===== config.mk =====
export PLATFORM = sky130hd
export DESIGN_NAME = distribuidor_pesado_flat
export DESIGN_NICKNAME = d
export VERILOG_FILES = /design/src/rtl/distribuidor_pesado_pkg.sv /design/src/rtl/distribuidor_pesado_if.sv /design/src/rtl/distribuidor_pesado_buscador_circular.sv /design/src/rtl/distribuidor_pesado.sv /design/src/flat_wrapper.sv
export SDC_FILE = /design/constraint.sdc
export NUM_CORES = 1
export LEC_CHECK = 0
export BUFFER_PORTS_ARGS = -buffer_cell sky130_fd_sc_hd__buf_2
export CAP_MARGIN = 5
export CORE_UTILIZATION = 45
export CTS_CLUSTER_DIAMETER = 80
export DETAILED_ROUTE_END_ITERATION = 10
export GPL_TIMING_DRIVEN = 0
export PLACE_DENSITY_LB_ADDON = 0.2
export REMOVE_ABC_BUFFERS = 1
export SYNTH_ARGS = -nofsm -noshare
export SYNTH_HDL_FRONTEND = slang
export SYNTH_SLANG_ARGS = --single-unit

===== constraint.sdc =====
create_clock -name clk -period 3.15 [get_ports clk]
set_clock_uncertainty 0.05 [all_clocks]
set_input_delay 0.315 -clock clk [delete_from_list [all_inputs] [get_ports clk]]
set_output_delay 0.315 -clock clk [all_outputs]
set_load 0.01 [all_outputs]

===== src/rtl/distribuidor_pesado_pkg.sv =====
// Shared constants and helpers for the weighted distributor.
// Holds the default queue count, data width and weight range, and the
// per-queue weight width W derived from MAX_WEIGHT.
package distribuidor_pkg;

  localparam int QUEUE_QUANTITY = 4;
  localparam int DATA_BITS      = 8;
  localparam int MAX_WEIGHT     = 64;
  localparam int W              = $clog2(MAX_WEIGHT);
  localparam int STAT_BITS      = 16;

  // Index width for n queues; never collapses to zero bits.
  function automatic int sel_bits(input int n);
    return (n > 1) ? $clog2(n) : 1;
  endfunction

  // (base + off) modulo qq, assuming base < qq and off < qq.
  function automatic int wrap_add(input int base, input int off, input int qq);
    int s;
    s = base + off;
    if (s >= qq) s = s - qq;
    return s;
  endfunction

endpackage


===== src/rtl/distribuidor_pesado_if.sv =====
// Bus bundle for the weighted distributor: upstream valid/ready word
// stream, per-queue weights and full flags, and the FIFO write side.
// slave is the distributor's view, master is the driving environment.
interface distribuidor_pesado_if #(
  parameter int QUEUE_QUANTITY = distribuidor_pkg::QUEUE_QUANTITY,
  parameter int DATA_BITS      = distribuidor_pkg::DATA_BITS,
  parameter int MAX_WEIGHT     = distribuidor_pkg::MAX_WEIGHT
) ();
  import distribuidor_pkg::*;

  localparam int WEIGHT_W = $clog2(MAX_WEIGHT);
  localparam int SEL_W    = sel_bits(QUEUE_QUANTITY);

  logic                               enb;
  logic [QUEUE_QUANTITY*WEIGHT_W-1:0] pesos;
  logic                               in_valid;
  logic [DATA_BITS-1:0]               in_data;
  logic                               in_ready;
  logic [QUEUE_QUANTITY-1:0]          buf_full;
  logic [QUEUE_QUANTITY-1:0]          push;
  logic [DATA_BITS-1:0]               data_out;
  logic [SEL_W-1:0]                   dest_sel;

  modport slave (
    input  enb, pesos, in_valid, in_data, buf_full,
    output in_ready, push, data_out, dest_sel
  );

  modport master (
    output enb, pesos, in_valid, in_data, buf_full,
    input  in_ready, push, data_out, dest_sel
  );

endinterface


===== src/rtl/distribuidor_pesado_buscador_circular.sv =====
// Rotating-priority search: starting at ptr and moving upward with
// wrap-around, returns the first eligible queue and whether any exists.
// With nothing eligible, dest echoes ptr and found is low.
module buscador_circular #(
  parameter  int QUEUE_QUANTITY = distribuidor_pkg::QUEUE_QUANTITY,
  localparam int SEL_W          = distribuidor_pkg::sel_bits(QUEUE_QUANTITY)
) (
  input  logic [SEL_W-1:0]          ptr,
  input  logic [QUEUE_QUANTITY-1:0] eligible,
  output logic [SEL_W-1:0]          dest,
  output logic                      found
);
  import distribuidor_pkg::*;

  // cand[k] is the queue visited k steps after ptr; hit[k] its eligibility.
  logic [SEL_W-1:0]          cand [QUEUE_QUANTITY];
  logic [QUEUE_QUANTITY-1:0] hit;

  generate
    for (genvar gi = 0; gi < QUEUE_QUANTITY; gi++) begin : g_cand
      assign cand[gi] = SEL_W'(wrap_add(int'(ptr), gi, QUEUE_QUANTITY));
      assign hit[gi]  = eligible[cand[gi]];
    end
  endgenerate

  // Scan from the farthest candidate back to ptr so the nearest hit wins.
  always_comb begin
    dest  = ptr;
    found = 1'b0;
    for (int i = QUEUE_QUANTITY - 1; i >= 0; i--) begin
      if (hit[i]) begin
        dest  = cand[i];
        found = 1'b1;
      end
    end
  end

endmodule


===== src/rtl/distribuidor_pesado.sv =====
// Weighted round-robin distributor: each accepted word goes straight to
// one destination FIFO (zero latency); queue n receives up to weight[n]
// consecutive words per turn. Zero-weight or full queues are skipped.
// Optional per-queue push counters under DISTRIBUIDOR_PESADO_STATS_EN.
module distribuidor_pesado #(
  parameter  int QUEUE_QUANTITY = distribuidor_pkg::QUEUE_QUANTITY,
  parameter  int DATA_BITS      = distribuidor_pkg::DATA_BITS,
  parameter  int MAX_WEIGHT     = distribuidor_pkg::MAX_WEIGHT,
  localparam int SEL_W          = distribuidor_pkg::sel_bits(QUEUE_QUANTITY)
) (
  input  logic                 clk,
  input  logic                 rst,
  distribuidor_pesado_if.slave bus
`ifdef DISTRIBUIDOR_PESADO_STATS_EN
  ,
  output logic [QUEUE_QUANTITY*distribuidor_pkg::STAT_BITS-1:0] push_count
`endif
);
  import distribuidor_pkg::*;

  localparam int WEIGHT_W = $clog2(MAX_WEIGHT);

  logic [WEIGHT_W-1:0]       weight [QUEUE_QUANTITY];
  logic [QUEUE_QUANTITY-1:0] eligible;

  logic [SEL_W-1:0]    ptr_reg, ptr_next;
  logic [WEIGHT_W-1:0] cnt_reg, cnt_next;

  logic [SEL_W-1:0]    dest_w;
  logic                found_w;
  logic [SEL_W-1:0]    ptr_after;
  logic [WEIGHT_W-1:0] rem_w;
  logic                ready_w;
  logic                accept_w;

  logic [QUEUE_QUANTITY-1:0] push_w;
  logic [DATA_BITS-1:0]      data_w;
  logic [SEL_W-1:0]          sel_w;

  // Unpack weights and decide which queues may take a word this cycle.
  generate
    for (genvar gi = 0; gi < QUEUE_QUANTITY; gi++) begin : g_elig
      assign weight[gi]   = bus.pesos[gi*WEIGHT_W +: WEIGHT_W];
      assign eligible[gi] = (weight[gi] != '0) && !bus.buf_full[gi];
    end
  endgenerate

  buscador_circular #(
    .QUEUE_QUANTITY(QUEUE_QUANTITY)
  ) u_buscador (
    .ptr      (ptr_reg),
    .eligible (eligible),
    .dest     (dest_w),
    .found    (found_w)
  );

  // rst is active-low, so ready is only possible out of reset.
  assign ready_w  = rst && bus.enb && found_w;
  assign accept_w = ready_w && bus.in_valid;

  assign ptr_after = (dest_w == SEL_W'(QUEUE_QUANTITY - 1)) ? '0 : dest_w + SEL_W'(1);

  // Words left in the turn: continue the current count only when staying
  // on ptr; a skip starts a fresh turn at the skipped-to queue's weight.
  always_comb begin
    rem_w = weight[dest_w];
    if (dest_w == ptr_reg) begin
      rem_w = (cnt_reg == '0) ? weight[ptr_reg] : cnt_reg;
    end
  end

  // Turn bookkeeping; nothing moves (including a pending skip) without an accept.
  always_comb begin
    ptr_next = ptr_reg;
    cnt_next = cnt_reg;
    if (accept_w) begin
      if (rem_w == WEIGHT_W'(1)) begin
        ptr_next = ptr_after;
        cnt_next = weight[ptr_after];
      end else begin
        ptr_next = dest_w;
        cnt_next = rem_w - WEIGHT_W'(1);
      end
    end
  end

  // Pointer and turn counter; reset restarts at queue 0 with a full turn.
  always_ff @(posedge clk) begin
    if (!rst) begin
      ptr_reg <= '0;
      cnt_reg <= weight[0];
    end else begin
      ptr_reg <= ptr_next;
      cnt_reg <= cnt_next;
    end
  end

  // FIFO write side: one-hot push and pass-through data on accept only.
  always_comb begin
    push_w = '0;
    data_w = '0;
    sel_w  = '0;
    if (rst) begin
      sel_w = found_w ? dest_w : ptr_reg;
      if (accept_w) begin
        push_w[dest_w] = 1'b1;
        data_w         = bus.in_data;
      end
    end
  end

  assign bus.in_ready = ready_w;
  assign bus.push     = push_w;
  assign bus.data_out = data_w;
  assign bus.dest_sel = sel_w;

`ifdef DISTRIBUIDOR_PESADO_STATS_EN
  logic [STAT_BITS-1:0] push_cnt_reg [QUEUE_QUANTITY];

  generate
    for (genvar gi = 0; gi < QUEUE_QUANTITY; gi++) begin : g_stats
      // Per-queue push counter, sticking at all-ones.
      always_ff @(posedge clk) begin
        if (!rst) begin
          push_cnt_reg[gi] <= '0;
        end else if (push_w[gi] && (push_cnt_reg[gi] != {STAT_BITS{1'b1}})) begin
          push_cnt_reg[gi] <= push_cnt_reg[gi] + STAT_BITS'(1);
        end
      end
      assign push_count[gi*STAT_BITS +: STAT_BITS] = push_cnt_reg[gi];
    end
  endgenerate
`endif

endmodule


===== src/flat_wrapper.sv =====
// flat-port wrapper written by rule: the top's interface ports become plain ports
module distribuidor_pesado_flat import distribuidor_pkg::*;
#(
  parameter  int QUEUE_QUANTITY = distribuidor_pkg::QUEUE_QUANTITY,
  parameter  int DATA_BITS      = distribuidor_pkg::DATA_BITS,
  parameter  int MAX_WEIGHT     = distribuidor_pkg::MAX_WEIGHT,
  localparam int SEL_W          = distribuidor_pkg::sel_bits(QUEUE_QUANTITY)
)
  (clk, rst, bus_enb, bus_pesos, bus_in_valid, bus_in_data, bus_buf_full, bus_in_ready, bus_push, bus_data_out, bus_dest_sel);
  distribuidor_pesado_if #(.QUEUE_QUANTITY(QUEUE_QUANTITY), .DATA_BITS(DATA_BITS), .MAX_WEIGHT(MAX_WEIGHT)) bus_i ();
  input  logic clk;
  input  logic rst;
  input wire logic [$bits(bus_i.enb)-1:0] bus_enb;
  input wire logic [$bits(bus_i.pesos)-1:0] bus_pesos;
  input wire logic [$bits(bus_i.in_valid)-1:0] bus_in_valid;
  input wire logic [$bits(bus_i.in_data)-1:0] bus_in_data;
  input wire logic [$bits(bus_i.buf_full)-1:0] bus_buf_full;
  output wire logic [$bits(bus_i.in_ready)-1:0] bus_in_ready;
  output wire logic [$bits(bus_i.push)-1:0] bus_push;
  output wire logic [$bits(bus_i.data_out)-1:0] bus_data_out;
  output wire logic [$bits(bus_i.dest_sel)-1:0] bus_dest_sel;
  assign bus_i.enb = bus_enb;
  assign bus_i.pesos = bus_pesos;
  assign bus_i.in_valid = bus_in_valid;
  assign bus_i.in_data = bus_in_data;
  assign bus_i.buf_full = bus_buf_full;
  assign bus_in_ready = bus_i.in_ready;
  assign bus_push = bus_i.push;
  assign bus_data_out = bus_i.data_out;
  assign bus_dest_sel = bus_i.dest_sel;
  distribuidor_pesado #(.QUEUE_QUANTITY(QUEUE_QUANTITY), .DATA_BITS(DATA_BITS), .MAX_WEIGHT(MAX_WEIGHT)) u_core (.clk(clk), .rst(rst), .bus(bus_i));
endmodule

-- Word-level counts from Yosys, hierarchy flattened
Index checks and enable logic that the tools add are counted.
- word-level logic and storage cells: 92
- output and inout bits: 15
- input bits: 40
- flip-flop bits (word level): 8
- add/subtract/negate cells: 9
- bitwise gates (word level): 3
- magnitude comparators: 13
- muxes and demuxes: 44
- equality and inequality tests: 4
- reductions and logical operators: 17
- operators with widths (operator ; number):
    $mux W6 ; 11
    $bmux W6 S2 ; 3
    $mux W2 ; 12
    $reduce_bool A6 Y1 ; 4
    $ge A3 B3 Y1 const B ; 6
    $mux W8 ; 2
    $lt A2 B3 Y1 const B ; 5
    $mux W1 ; 9
    $not A2 Y3 ; 3
    $bmux W1 S2 ; 4
    $logic_and A1 B1 Y1 ; 8
    $mux W4 ; 2
    $sub A2 B1 Y2 const B ; 4
    $add A2 B2 Y3 const B ; 2
    $eq A6 B1 Y1 const B ; 1
    $logic_not A6 Y1 ; 1
    $sub A6 B1 Y6 const B ; 1
    $logic_not A1 Y1 ; 4
    $add A2 B1 Y3 const B ; 1
    $ge A2 B3 Y1 const B ; 1
    $add A2 B1 Y2 const B ; 1
    $demux W1 S2 ; 1
    $eq A2 B2 Y1 ; 1
    $eq A2 B2 Y1 const B ; 1
    other kinds (2) ; 2

-- Longest topological paths before layout
- word-level depth: 18
- gate-level depth with buffers: 15
- gate-level depth less buffers: 14

-- Modules after synthesis
A second synthesis with hierarchy kept.
- cell total of the unflattened synthesis: 152
- area, all modules: 1507.7 µm²
- modules (own cells, without submodules) (module ; area each (µm²) ; seq. area each (µm²) ; instances ; cells each):
    distribuidor_pesado ; 1407.6 ; 220.2 ; 1 ; 136
    buscador_circular ; 100.1 ; 0.0 ; 1 ; 16

-- Worst setup path before layout
No wires, ideal clock.
- path kind: input-to-reg
- start point: in bus_pesos[12]
- end point: reg u_core.cnt_reg[5] (data pin)
- path buffers: 2
- stages: 12
- data required time: 2.844 ns
- library setup time: 0.256 ns
- path slack: -0.122 ns
- arrival time: 2.966 ns
- path through: nor4_4 -> a21oi_2 -> o311ai_1 -> buf_2 -> nand2_1 -> ha_1 -> buf_1 -> mux4_2 -> and2_0 -> a31oi_1 -> o21ai_1 -> a22o_1
- word-level cells in the longest chain between the ends: 17
- elaborated cells between the ends (all ways): 36
- those cells by class: add/sub: 2; eq/ne: 3; mux: 27; bitwise: 2; reduce/logical: 2
- RTL lines (what ; line ; text):
    start, declared ; flat_wrapper.sv:14 ; input wire logic [$bits(bus_i.pesos)-1:0] bus_pesos;
    $reduce_bool A6 Y1 ; distribuidor_pesado.sv:44 ; assign eligible[gi] = (weight[gi] != '0) && !bus.buf_full[gi];
    $logic_and A1 B1 Y1 ; distribuidor_pesado.sv:44 ;
    $bmux W1 S2 ; distribuidor_pesado_buscador_circular.sv:22 ; assign hit[gi] = eligible[cand[gi]];
    $mux W1 (implied by the code) ; distribuidor_pesado_buscador_circular.sv:22 ;
    $mux W2 (4 in a row) ; distribuidor_pesado_buscador_circular.sv:31 ; if (hit[i]) begin
    $not A2 Y3 (implied by the code) (tied with other cells) ; distribuidor_pesado.sv:66 ; rem_w = weight[dest_w];
    $bmux W6 S2 or $mux W2 (tied branches) ; distribuidor_pesado.sv:66, distribuidor_pesado.sv:61 ;
    $mux W6 (implied by the code) or $not A2 Y3 (tied branches) ; distribuidor_pesado.sv:66, distribuidor_pesado.sv:79 ;
    $mux W6 (implied by the code) or $bmux W6 S2 (tied branches) ; distribuidor_pesado.sv:66, distribuidor_pesado.sv:79 ;
    $mux W6, on equally long branches ; distribuidor_pesado.sv:67, distribuidor_pesado.sv:79 ;
    $sub A6 B1 Y6 (tied with other cells) ; distribuidor_pesado.sv:82 ; cnt_next = rem_w - WEIGHT_W'(1);
    $mux W6 (*) ; distribuidor_pesado.sv:77 ; if (rem_w == WEIGHT_W'(1)) begin
    $mux W6 (*) ; distribuidor_pesado.sv:76 ; if (accept_w) begin
    $mux W6 (*) ; distribuidor_pesado.sv:89 ; if (!rst) begin
    end signal, assigned ; distribuidor_pesado.sv:91 ; cnt_reg <= weight[0];
    end signal, assigned ; distribuidor_pesado.sv:94 ; cnt_reg <= cnt_next;
    end, declared ; distribuidor_pesado.sv:27 ; logic [WEIGHT_W-1:0] cnt_reg, cnt_next;
Mark *: on every way between the ends. The rest lies on a longest branch, timed or not. The select of a mux whose other input is x is not followed.
A chain may end at the register's enable or synchronous reset.

-- Worst setup path in the final report
- start point: in bus_pesos[18]
- end point: reg u_core.cnt_reg[0] (data pin)
Same word-level chain as after synthesis.

==> qor.csv <==
stage,metric,value,unit
critical_path,cp_common_cell,a21oi_4,
critical_path,crit_family,compound AO/OA/AOI/OAI gates,
critical_path,reg2reg_from,u_core.cnt_reg[0],
grt,grt_pass1_vias,1791,
floorplanning,core-area,3470,um2
layout,fillers,282,
sta,tightest_slew,1.02,ns
detailed_routing,viasPerCell,6.42,
layout,multi_input_area,1660,um2
detailed_routing,drt_iter0_drc,215,
detailed_routing,wl_per_cell,19.2,um
min_path,worstHoldStart,bus_pesos[4],
critical_path,reg2reg_depth,12,
detailed_routing,route.detailed.drc,0,
synth,syn_area_per_cell,8.89,um2
grt,grt.overflow.total,0,
synth,ys_warn_count,0,
min_path,min_to,u_core.cnt_reg[4],
detailed_routing,vias,1971,
layout,drive_gt1_share,54.4,%
layout,seq_area,228,um2
grt,grt_use_total,28.9,%
clock_network,cts_root_buffer,clkbuf_8,
placed_design,place_area,1980,um2
critical_path,slowest_stage,nor4_4,
synth,synth_top_cell_by_area,mux4_2,
floorplanning,floorplan.initialDensity,49.0,%
critical_path,critPathLaunchType,input port,
synth,yosys.area.top_type_share,15.9,%
sta,hold_violations,0,
synth,synth.distinct_cells,49,
sta,fin_crit_sh,99.1,%
floorplanning,io_pins,55,
layout,fin_area,2500,um2
layout,area_delta_synth_final,47.2,%
grt,antenna_found_initial,0,
floorplanning,num_rows,21,
grt,grt_max_degree,16,
critical_path,crit_type,in2reg,
synth,synth_cells,191,
synth,ys_ff_latch,8,
grt,grt_pass1_wl,9.22,mm
floorplanning,dieArea,4020,um2
flow_run,drv_cap,0,
placed_design,post-dp-hpwl,4.00,mm
min_path,hold_path_class,in2reg,
detailed_routing,drt-total-wl,5.89,mm
critical_path,worstPathArrival,3.04,ns
critical_path,required,3.07,ns
critical_path,r2r_end,u_core.cnt_reg[0],
critical_path,slowest_delay,0.37,ns
sta,finalCriticalPeriod,3.12,ns
synth,synthTopCellsByArea,"mux4_2 16%, edfxtp_1 11%, nand3_1 8.5%, a21oi_1 5.6%, a31oi_4 5.0%",
synth,syn_area,1700,um2
placed_design,post-place-cells,279,
layout,fin_nets,308,
status,outcome,completed,
floorplanning,die_h,63.4,um
clock_network,insertion_delay,0.23,ns
critical_path,cp_cell_sequence,buf_2 > nor4_4 > a21oi_4 > o311ai_2 > nand3_2 > buf_6 > a21oi_4 > a31oi_4 > inv_2 > ha_4 > inv_4 > a311oi_4 > nand4_4 > mux2i_1 > a21oi_1,
sta,setup_viol,0,
min_path,min_path_cells,3,
clock_network,clkSlewWorstSetupHoldPaths,0.05,ns
pwr,p_per_area,327,nW/um2
synth,synth_edf_count,6,
layout,diodes,0,
clock_network,cts_tree,yes,
pwr,leakage,1.03,nW
detailed_routing,final_antenna_net_count,0,
layout,finalNonFillerCells,307,
critical_path,critPathBufInv,4,
pwr,max-vdd-ir-drop,0.121,mV
clock_network,cts_buffer_depth,2,
clock_network,postCtsHoldBufs,0,
sta,max_freq,320,MHz
layout,largest_reg_flops,6,
placed_design,place_congestion,0.854,
critical_path,critPathCaptureType,flop,
clock_network,htreeDepth,1,
clock_network,cts_sinks,8,
synth,synth_seq_area_share,13.0,%
placed_design,port_buffers,54,
detailed_routing,firstDrtPassIters,6,
sta,slew_violations,0,
floorplanning,die_w,63.4,um
synth,ys.flop_type,edfxtp_1,
clock_network,cts_buffers,3,
sta,maxSlewHeadroom,31.2,%
synth,synthArstFlopShare,0,%
critical_path,worstPathMaxFanout,8,
critical_path,r2r_setup_slack,0.07,ns
## synth_stat cells (2+ instances only)
library cell and number:
a21o_1 4, a21oi_1 19, a21oi_2 3, a31oi_1 2, a31oi_4 4, and3_1 12
buf_2 3, clkbuf_1 7, dfxtp_1 2, edfxtp_1 6, ha_1 6, inv_1 6
mux2i_1 4, mux4_2 12, nand2_1 9, nand3_1 29, nor2_1 9, nor4_4 3
o21ai_0 12, o21ai_1 2, o221ai_1 3, o22ai_1 2, o311ai_0 3, o311ai_1 2
xnor2_1 3
## worst min-delay path, delay by kind of cell
family / cells / cell delay [ns]
AOI/OAI and AO/OA: 1 / 0.07
buffers and inverters: 1 / 0.14
and+or+nand+nor: 1 / 0.08
## cell type report
| class | count | area share, % |
|---|---|---|
| multi-input combinational | 164 | 66.3 |
| timing repair buffer | 78 | 19.2 |
| sequential | 8 | 9.11 |
| tap | 46 | 2.30 |
| clock buffer | 4 | 1.80 |
| inverter | 7 | 1.25 |
## cells by family (layout without fill, tap and decap cells)
family          count (synthesis)  in the layout  synth area share [%]
buf+inv                        19             89                  4.86
flops                           8              8                  13.0
simple gates                   69             69                  24.7
xor+xnor                        3              3                  1.55
mux                            16             16                  18.3
fa+ha+maj                       6              6                  4.42
compound gates                 70             70                  33.2
## metrics by stage
stage               setup TNS (ns)  hold WS (ns)  total power [mW]  setup WS (ns)  utilization [%]
global placement            -10.34         0.644             0.548          -1.26             56.8
CTS                              0         0.411             0.737         0.0218             64.5
global route                -0.412         0.430             0.870        -0.0852             72.0
detailed placement           -6.51         0.664             0.555         -0.876             57.0
floorplan                    -1.82         0.451             0.440         -0.372                -
finish                           0         0.429             0.818         0.0298             72.0
## layout by cell type (no fill, tap or decap), drive strengths merged, types with 2 or more instances in the layout
cell type,n
a21o,5
a21oi,23
a311oi,3
a31oi,7
and2,2
and3,12
buf,78
clkbuf,4
dfxtp,2
edfxtp,6
ha,6
inv,7
mux2i,4
mux4,12
nand2,9
nand3,29
nor2,9
nor4,4
o21ai,14
o221ai,3
o22ai,2
o311ai,5
xnor2,3
## layer usage
metal | routed length [um] | vias to the layer above | GRT usage (%) | share of wire [%]
met2 | 2960 | 116 | 45.3 | 50
met5 | 0 | - | 0 | 0
li1 | - | 910 | - | -
met1 | 2350 | 935 | 41.6 | 40
met3 | 500 | 10 | 1.99 | 8.5
met4 | 82 | 0 | 9.94 | 1.4
## worst max path at each step
stage | slack [ns] | cells after the start | startpoint | to
finish | 0.03 | 15 | bus_pesos[18] | u_core.cnt_reg[0]
global route | -0.09 | 15 | bus_pesos[18] | u_core.cnt_reg[0]
CTS | 0.02 | 15 | bus_pesos[12] | u_core.cnt_reg[2]
detailed placement | -0.88 | 12 | u_core.ptr_reg[1] | u_core.cnt_reg[0]
global placement | -1.26 | 11 | bus_pesos[12] | u_core.cnt_reg[5]
floorplan | -0.37 | 10 | bus_pesos[12] | u_core.cnt_reg[5]
## power by group
part | leakage, nW | switching [mW] | internal (mW) | total [mW]
clock | 0.0228 | 0.0462 | 0.0883 | 0.134
combinational | 0.929 | 0.282 | 0.247 | 0.529
sequential | 0.0771 | 0.0211 | 0.133 | 0.154
## repair_timing
item                                    in CTS  in global routing
gates resized for setup                     24                 34
endpoints found under the hold margin        0                  0
pin swaps                                    9                 27
buffers inserted                            12                 12
endpoints found under the setup margin      12                  8
Note: power is estimated with default switching activity, not from simulation.
